### src/rtl/submodulo_3.sv
// Setpoint editor driven by the long-press (A) and short-press (B) flags.
// A long press enters or commits an edit; a short press steps the working value; an idle edit times out.
module submodulo_3 #(
    parameter int WIDTH     = 4,
    parameter int MAX_VAL   = 9,
    parameter int INIT_VAL  = 0,
    parameter int TIMEOUT_T = 20000
) (
    input  logic             clk,
    input  logic             rst,
    input  logic             A,
    input  logic             B,
    output logic             mode,
    output logic [WIDTH-1:0] value,
    output logic [WIDTH-1:0] edit_value,
    output logic             commit,
    output logic             timeout
);

    localparam int TW = $clog2(TIMEOUT_T);

    typedef enum logic [1:0] {
        NORMAL = 2'b00,
        CONFIG = 2'b01,
        COMMIT = 2'b10
    } state_t;

    state_t           r_state;
    logic             r_a_q;
    logic             r_b_q;
    logic [TW-1:0]    r_timer;
    logic             r_mode;
    logic [WIDTH-1:0] r_value;
    logic [WIDTH-1:0] r_edit;
    logic             r_commit;
    logic             r_timeout;

    state_t           w_state_nxt;
    logic [TW-1:0]    w_timer_nxt;
    logic [WIDTH-1:0] w_value_nxt;
    logic [WIDTH-1:0] w_edit_nxt;
    logic             w_commit_nxt;
    logic             w_timeout_nxt;
    logic             w_a_ev;
    logic             w_b_ev;

    // A held high for many cycles must produce a single event.
    assign w_a_ev = A & ~r_a_q;
    assign w_b_ev = B & ~r_b_q;

    always_comb begin
        w_state_nxt   = r_state;
        w_timer_nxt   = r_timer;
        w_value_nxt   = r_value;
        w_edit_nxt    = r_edit;
        w_commit_nxt  = 1'b0;
        w_timeout_nxt = 1'b0;
        case (r_state)
            NORMAL: begin
                if (w_a_ev) begin
                    w_state_nxt = CONFIG;
                    w_edit_nxt  = r_value;
                    w_timer_nxt = '0;
                end
            end
            CONFIG: begin
                if (w_a_ev) begin
                    w_state_nxt = COMMIT;
                end else if (w_b_ev) begin
                    w_edit_nxt  = (r_edit == WIDTH'(MAX_VAL)) ? '0 : r_edit + WIDTH'(1);
                    w_timer_nxt = '0;
                end else if (r_timer == TW'(TIMEOUT_T - 1)) begin
                    w_state_nxt   = NORMAL;
                    w_timeout_nxt = 1'b1;
                    w_edit_nxt    = r_value;
                end else begin
                    w_timer_nxt = r_timer + TW'(1);
                end
            end
            COMMIT: begin
                w_value_nxt  = r_edit;
                w_commit_nxt = 1'b1;
                w_state_nxt  = NORMAL;
            end
            default: begin
                w_state_nxt = NORMAL;
            end
        endcase
    end

    always_ff @(posedge clk) begin
        if (!rst) begin
            r_state   <= NORMAL;
            r_a_q     <= 1'b0;
            r_b_q     <= 1'b0;
            r_timer   <= '0;
            r_mode    <= 1'b0;
            r_value   <= WIDTH'(INIT_VAL);
            r_edit    <= WIDTH'(INIT_VAL);
            r_commit  <= 1'b0;
            r_timeout <= 1'b0;
        end else begin
            r_state   <= w_state_nxt;
            r_a_q     <= A;
            r_b_q     <= B;
            r_timer   <= w_timer_nxt;
            r_mode    <= (w_state_nxt != NORMAL);
            r_value   <= w_value_nxt;
            r_edit    <= w_edit_nxt;
            r_commit  <= w_commit_nxt;
            r_timeout <= w_timeout_nxt;
        end
    end

    assign mode       = r_mode;
    assign value      = r_value;
    assign edit_value = r_edit;
    assign commit     = r_commit;
    assign timeout    = r_timeout;

endmodule

### config.mk
export PLATFORM = sky130hd
export DESIGN_NAME = submodulo_3
export DESIGN_NICKNAME = d
export VERILOG_FILES = /design/src/rtl/submodulo_3.sv
export SDC_FILE = /design/constraint.sdc
export NUM_CORES = 1
export LEC_CHECK = 0
export BUFFER_PORTS_ARGS = -buffer_cell sky130_fd_sc_hd__buf_2
export CAP_MARGIN = 20
export CORE_ASPECT_RATIO = 1.25
export CORE_MARGIN = 1
export CORE_UTILIZATION = 58
export CTS_CLUSTER_SIZE = 14
export DETAILED_ROUTE_END_ITERATION = 6
export GPL_TIMING_DRIVEN = 0
export PLACE_DENSITY = 0.78
export SKIP_CTS_REPAIR_TIMING = 1
export SLEW_MARGIN = 20
export SYNTH_ARGS = -nofsm -noshare
export SYNTH_HDL_FRONTEND = slang
export SYNTH_SLANG_ARGS = --single-unit
### constraint.sdc
create_clock -name clk -period 2.5 [get_ports clk]
set_clock_uncertainty 0.2 [all_clocks]
set_input_delay 0.375 -clock clk [delete_from_list [all_inputs] [get_ports clk]]
set_output_delay 0.375 -clock clk [all_outputs]
set_load 0.02 [all_outputs]
; Word level (Yosys, flattened, before mapping)
; Index checks and enable logic that the tools add are counted.
[totals]
ff_bits = 30
mem_count = 0
input_bits = 4
latch_bits = 0
rom_bits = 0
mem_bits_rw = 0
word_cells = 49
[op_classes]
add_sub_neg = 2
n_div = 0
n_reduce_logical = 6
bitwise = 6
mux = 18
shift = 0
n_mul = 0
n_eq_ne = 8
n_lt_le_gt_ge = 0
[ops]
columns = cell, n
row1 = $mux 15, 4
row2 = $pmux 15 s2, 1
row3 = $mux 4, 5
row4 = $add 15x1->15 const B, 1
row5 = $eq 15x15->1 const B, 1
row6 = $mux 2, 4
row7 = $pmux 4 s2, 1
row8 = $reduce_and 4->1, 2
row9 = $ne 3x3->1 const B, 2
row10 = $add 4x1->4 const B, 1
row11 = $eq 4x4->1 const B, 1
row12 = $ne 2x2->1 const B, 2
row13 = $not 1->1, 4
row14 = $pmux 2 s2, 1
row15 = $reduce_bool 2->1, 2
row16 = $reduce_or 4->1, 1
row17 = $and 1x1->1, 2
row18 = $eq 2x1->1 const B, 1
row19 = $eq 2x2->1 const B, 1
row20 = $logic_not 2->1, 1
row21 = $mux 1, 2

; Longest topological paths before layout
[logic_depth]
ltp_word = 6
ltp_mapped = 7
depth_no_buf = 5

; Least setup slack after synthesis
; No wires, ideal clock.
[synth_timing]
path_kind = register to register
start = register r_timer[6]
end = register r_timer[14]
n_path_buf = 2
period_less_slack_ns = 2.144
arrival_ns = 1.809
path_slack_ns = 0.356
path_stages_with_launch = 7
cell_sequence = dfxtp_1 > or4b_1 > or4_1 > buf_2 > buf_6 > a41oi_2 > a21oi_1
[synth_via]
elab_chain_cells = 5
[synth_lines]
columns = item, line_no
row1 = from (decl), 31  ; logic [TW-1:0] r_timer;
row2 = from (signal assigned), 106  ; r_timer <= w_timer_nxt;
row3 = $add 15x1->15, 77  ; w_timer_nxt = r_timer + TW'(1);
row4 = $mux 15, 72  ; end else if (r_timer == TW'(TIMEOUT_T - 1)) begin
row5 = $mux 15, 69  ; end else if (w_b_ev) begin
row6 = $mux 15, 67  ; if (w_a_ev) begin
row7 = $pmux 15 s2, 58  ; case (r_state)
; Several ways; a longest one is shown, not always the timed one. The select of a mux whose other input is x is not followed.
; A chain may end at the register's enable or synchronous reset.

; Worst setup path after layout
[layout_timing]
start = register r_timer[7]
end = register r_timer[10]
; Same word-level chain as after synthesis.

==> results.txt <==
fin nets: 219
CTS Sinks: 30
WHS: 0.0741 ns
fin util: 68.5%
worst path required time: 2.50 ns
largest cells by area after synthesis: dfxtp_1 (37%), a21oi_1 (4.0%), nand3_1 (3.7%), nor3_1 (3.7%), a211oi_1 (3.2%)
antenna violations before repair: 0
CP Max Fanout: 10
Setup TNS: 0 ns
post-route ant nets: 0
synthesized area per cell: 8.50 um^2
slew at the pin with the worst max-slew slack: 0.910 ns
Critical Path Most Common Cell: a31oi_1
Netlist cell types: 48
max_slew headroom: 38.8%
met2 wire length: 2090 um
most frequent cells after synthesis: dfxtp_1 (30), a21oi_1 (13), nand3_1 (12), nor3_1 (12), nand2_1 (11)
FILL cells: 258
Die W: 49.6 um
clk_lat worst skew: 0.34 ns
most used flip-flop cell after synthesis: dfxtp_1
Min Clock Period, post-route: 2.38 ns
crit path DAT: 2.38 ns
fmax: 0.420 GHz
Setup crit end kind: flip-flop
period utilization: 95.2%
CP Class: reg -> reg
Yosys top cell by area: dfxtp_1
Overflow after GRT: 0
Synth top area share: 36.6%
leak pwr: 0.690 nW
Pwr Density: 540 nW/um^2
CTS Buffer Depth: 2
maxcap violations: 0
Top delay family on crit path: simple AND/OR/NAND/NOR gates
cell count after synthesis: 193
total number of vias: 1688
Ports: 15
FFs w/ async S/R, synth: 0%
top routing layer in use: met4
status: finished clean
initial DRC count: 73
Synth Register Bits: 30
placer congestion estimate: 0.881
first-pass GRT wire length: 6760 um
Reg area: 601 um^2
HP Class: in -> reg
Max rail drop VDD: 0.367 mV
pin count of the biggest net entering global routing: 11
DIE HEIGHT: 61.5 um
die area: 3050 um^2
slowest stage cell, crit path: or4b_1
final setup fails: 0
DRC: 0
metal1 wirelength: 1660 um
# H-tree levels: 2
CP peak stage delay: 0.58 ns
WL final: 4150 um
CTS tree: yes
number of synthesized flops with an enable pin: 0
Final Max Slew Viols: 0
syn nets: 198
CTS clk-pin slew, worst paths: 0.10 ns
most common cell in the netlist: dfxtp_1
register area share after synthesis: 36.6%
Ys Warns: 0
vias in the first global route: 1527
area of the multi-input gates: 981 um^2
Port Buffers: 14
worst path bufs/invs: 2
Fin. Hold Viols: 0
Rows: 21
Syn-to-layout area delta: 12.0%
RSZ-0062 raised after global routing: no
vias per inst: 6.78
Tot GR Track Use: 29.5%
core area: 2680 um^2
share of layout cells above drive strength 1: 15.3%
Starting Density: 61.2%
critical path launch point type: flip-flop
detailed placer's ending HPWL: 3020 um
wire length on met3: 229 um
total power: 991 uW
CTS Buf Count: 5
ANT cells: 0
reg2reg setup slack: 0.12 ns
crit-path cells: or4b_1 -> or4_1 -> buf_2 -> buf_6 -> a31oi_1 -> a31oi_1
DR WL/cell: 16.7 um
clk root buf: clkbuf_4
Cell Area, Synth: 1640 um^2
DR pass1 iterations: 4
==> flip-flops by register name (all words and copies together), names as in the netlist <==
name        cells
r_timer        15
edit_value      4
value           4
r_state         2
commit          1
mode            1
r_a_q           1
r_b_q           1
timeout         1
==> path summary, 6_finish.rpt <==
| path | start | to | depth (start not counted) |
|---|---|---|---|
| hold / removal | B | r_b_q | 2 |
| setup reg to reg | r_timer[7] | r_timer[10] | 6 |
| hold reg to reg | r_timer[9] | r_timer[9] | 1 |
| setup / recovery | r_timer[7] | r_timer[10] | 6 |
==> layer usage <==
layer / track usage [%] / vias up
met5: 0 / -
met4: 18.8 / 0
met3: 7.16 / 20
met2: 52.7 / 66
met1: 31.7 / 805
li1: - / 797
==> per-stage QoR <==
stage | instances | setup slack [ns] | cell area, um^2
after floorplan | 193 | 0.356 | 1640
after global routing | 249 | 0.0605 | 1840
after global placement | 241 | 0.166 | 1750
after detailed placement | 241 | 0.154 | 1750
after CTS | 249 | 0.117 | 1830
final | 249 | 0.119 | 1840
==> cell usage in the layout (no fill, tap or decap), types with 2 or more instances in the layout <==
master,count
dfxtp_1,30
buf_2,15
a21oi_1,13
nor3_1,12
nand3_1,12
nand2_1,11
clkbuf_1,8
nor2_1,8
nand4_1,7
a211oi_1,7
a31oi_1,7
nor4_1,7
o21ai_0,7
mux2i_1,5
clkbuf_4,5
nor2b_1,4
nand2b_1,4
inv_1,3
and3_1,3
o21a_1,3
and3_2,3
or4b_1,2
nor4b_1,2
o2111ai_1,2
a21o_1,2
a21boi_0,2
a2bb2oi_1,2
a211o_1,2
o32ai_1,2
and2_1,2
clkinv_2,2
==> worst reg2reg max path, delay by kind of cell (launching register included) <==
kind | cells | cell delay, ns
flip-flops | 1 | 0.39
buffers and inverters | 2 | 0.34
AO/OA/AOI/OAI | 2 | 0.21
AND/OR/NAND/NOR | 2 | 1.11
==> layout make-up <==
cell class	instances	area share [%]
plain buffers	11	2.93
clock buffers	5	2.04
clock inverters	3	2.18
inverters	3	0.613
multi-input cells	149	53.4
flip-flops and latches	30	32.7
well taps	34	2.32
repair buffers	14	3.81
==> power by group <==
group | total (mW) | leakage, nW | internal, mW | switching (mW)
Sequential | 0.495 | 0.243 | 0.486 | 0.00896
Clock | 0.380 | 0.0450 | 0.207 | 0.173
Combinational | 0.116 | 0.402 | 0.0366 | 0.0790
==> logic make-up after synthesis <==
group / Yosys count / synth area share, %
mux: 5 / 3.05
buf+inv: 14 / 3.97
fa+ha+maj: 1 / 0.763
simple gates: 84 / 29.2
flops: 30 / 36.6
compound gates: 58 / 25.9
xor+xnor: 1 / 0.534
(Power assumes the default switching activity.)
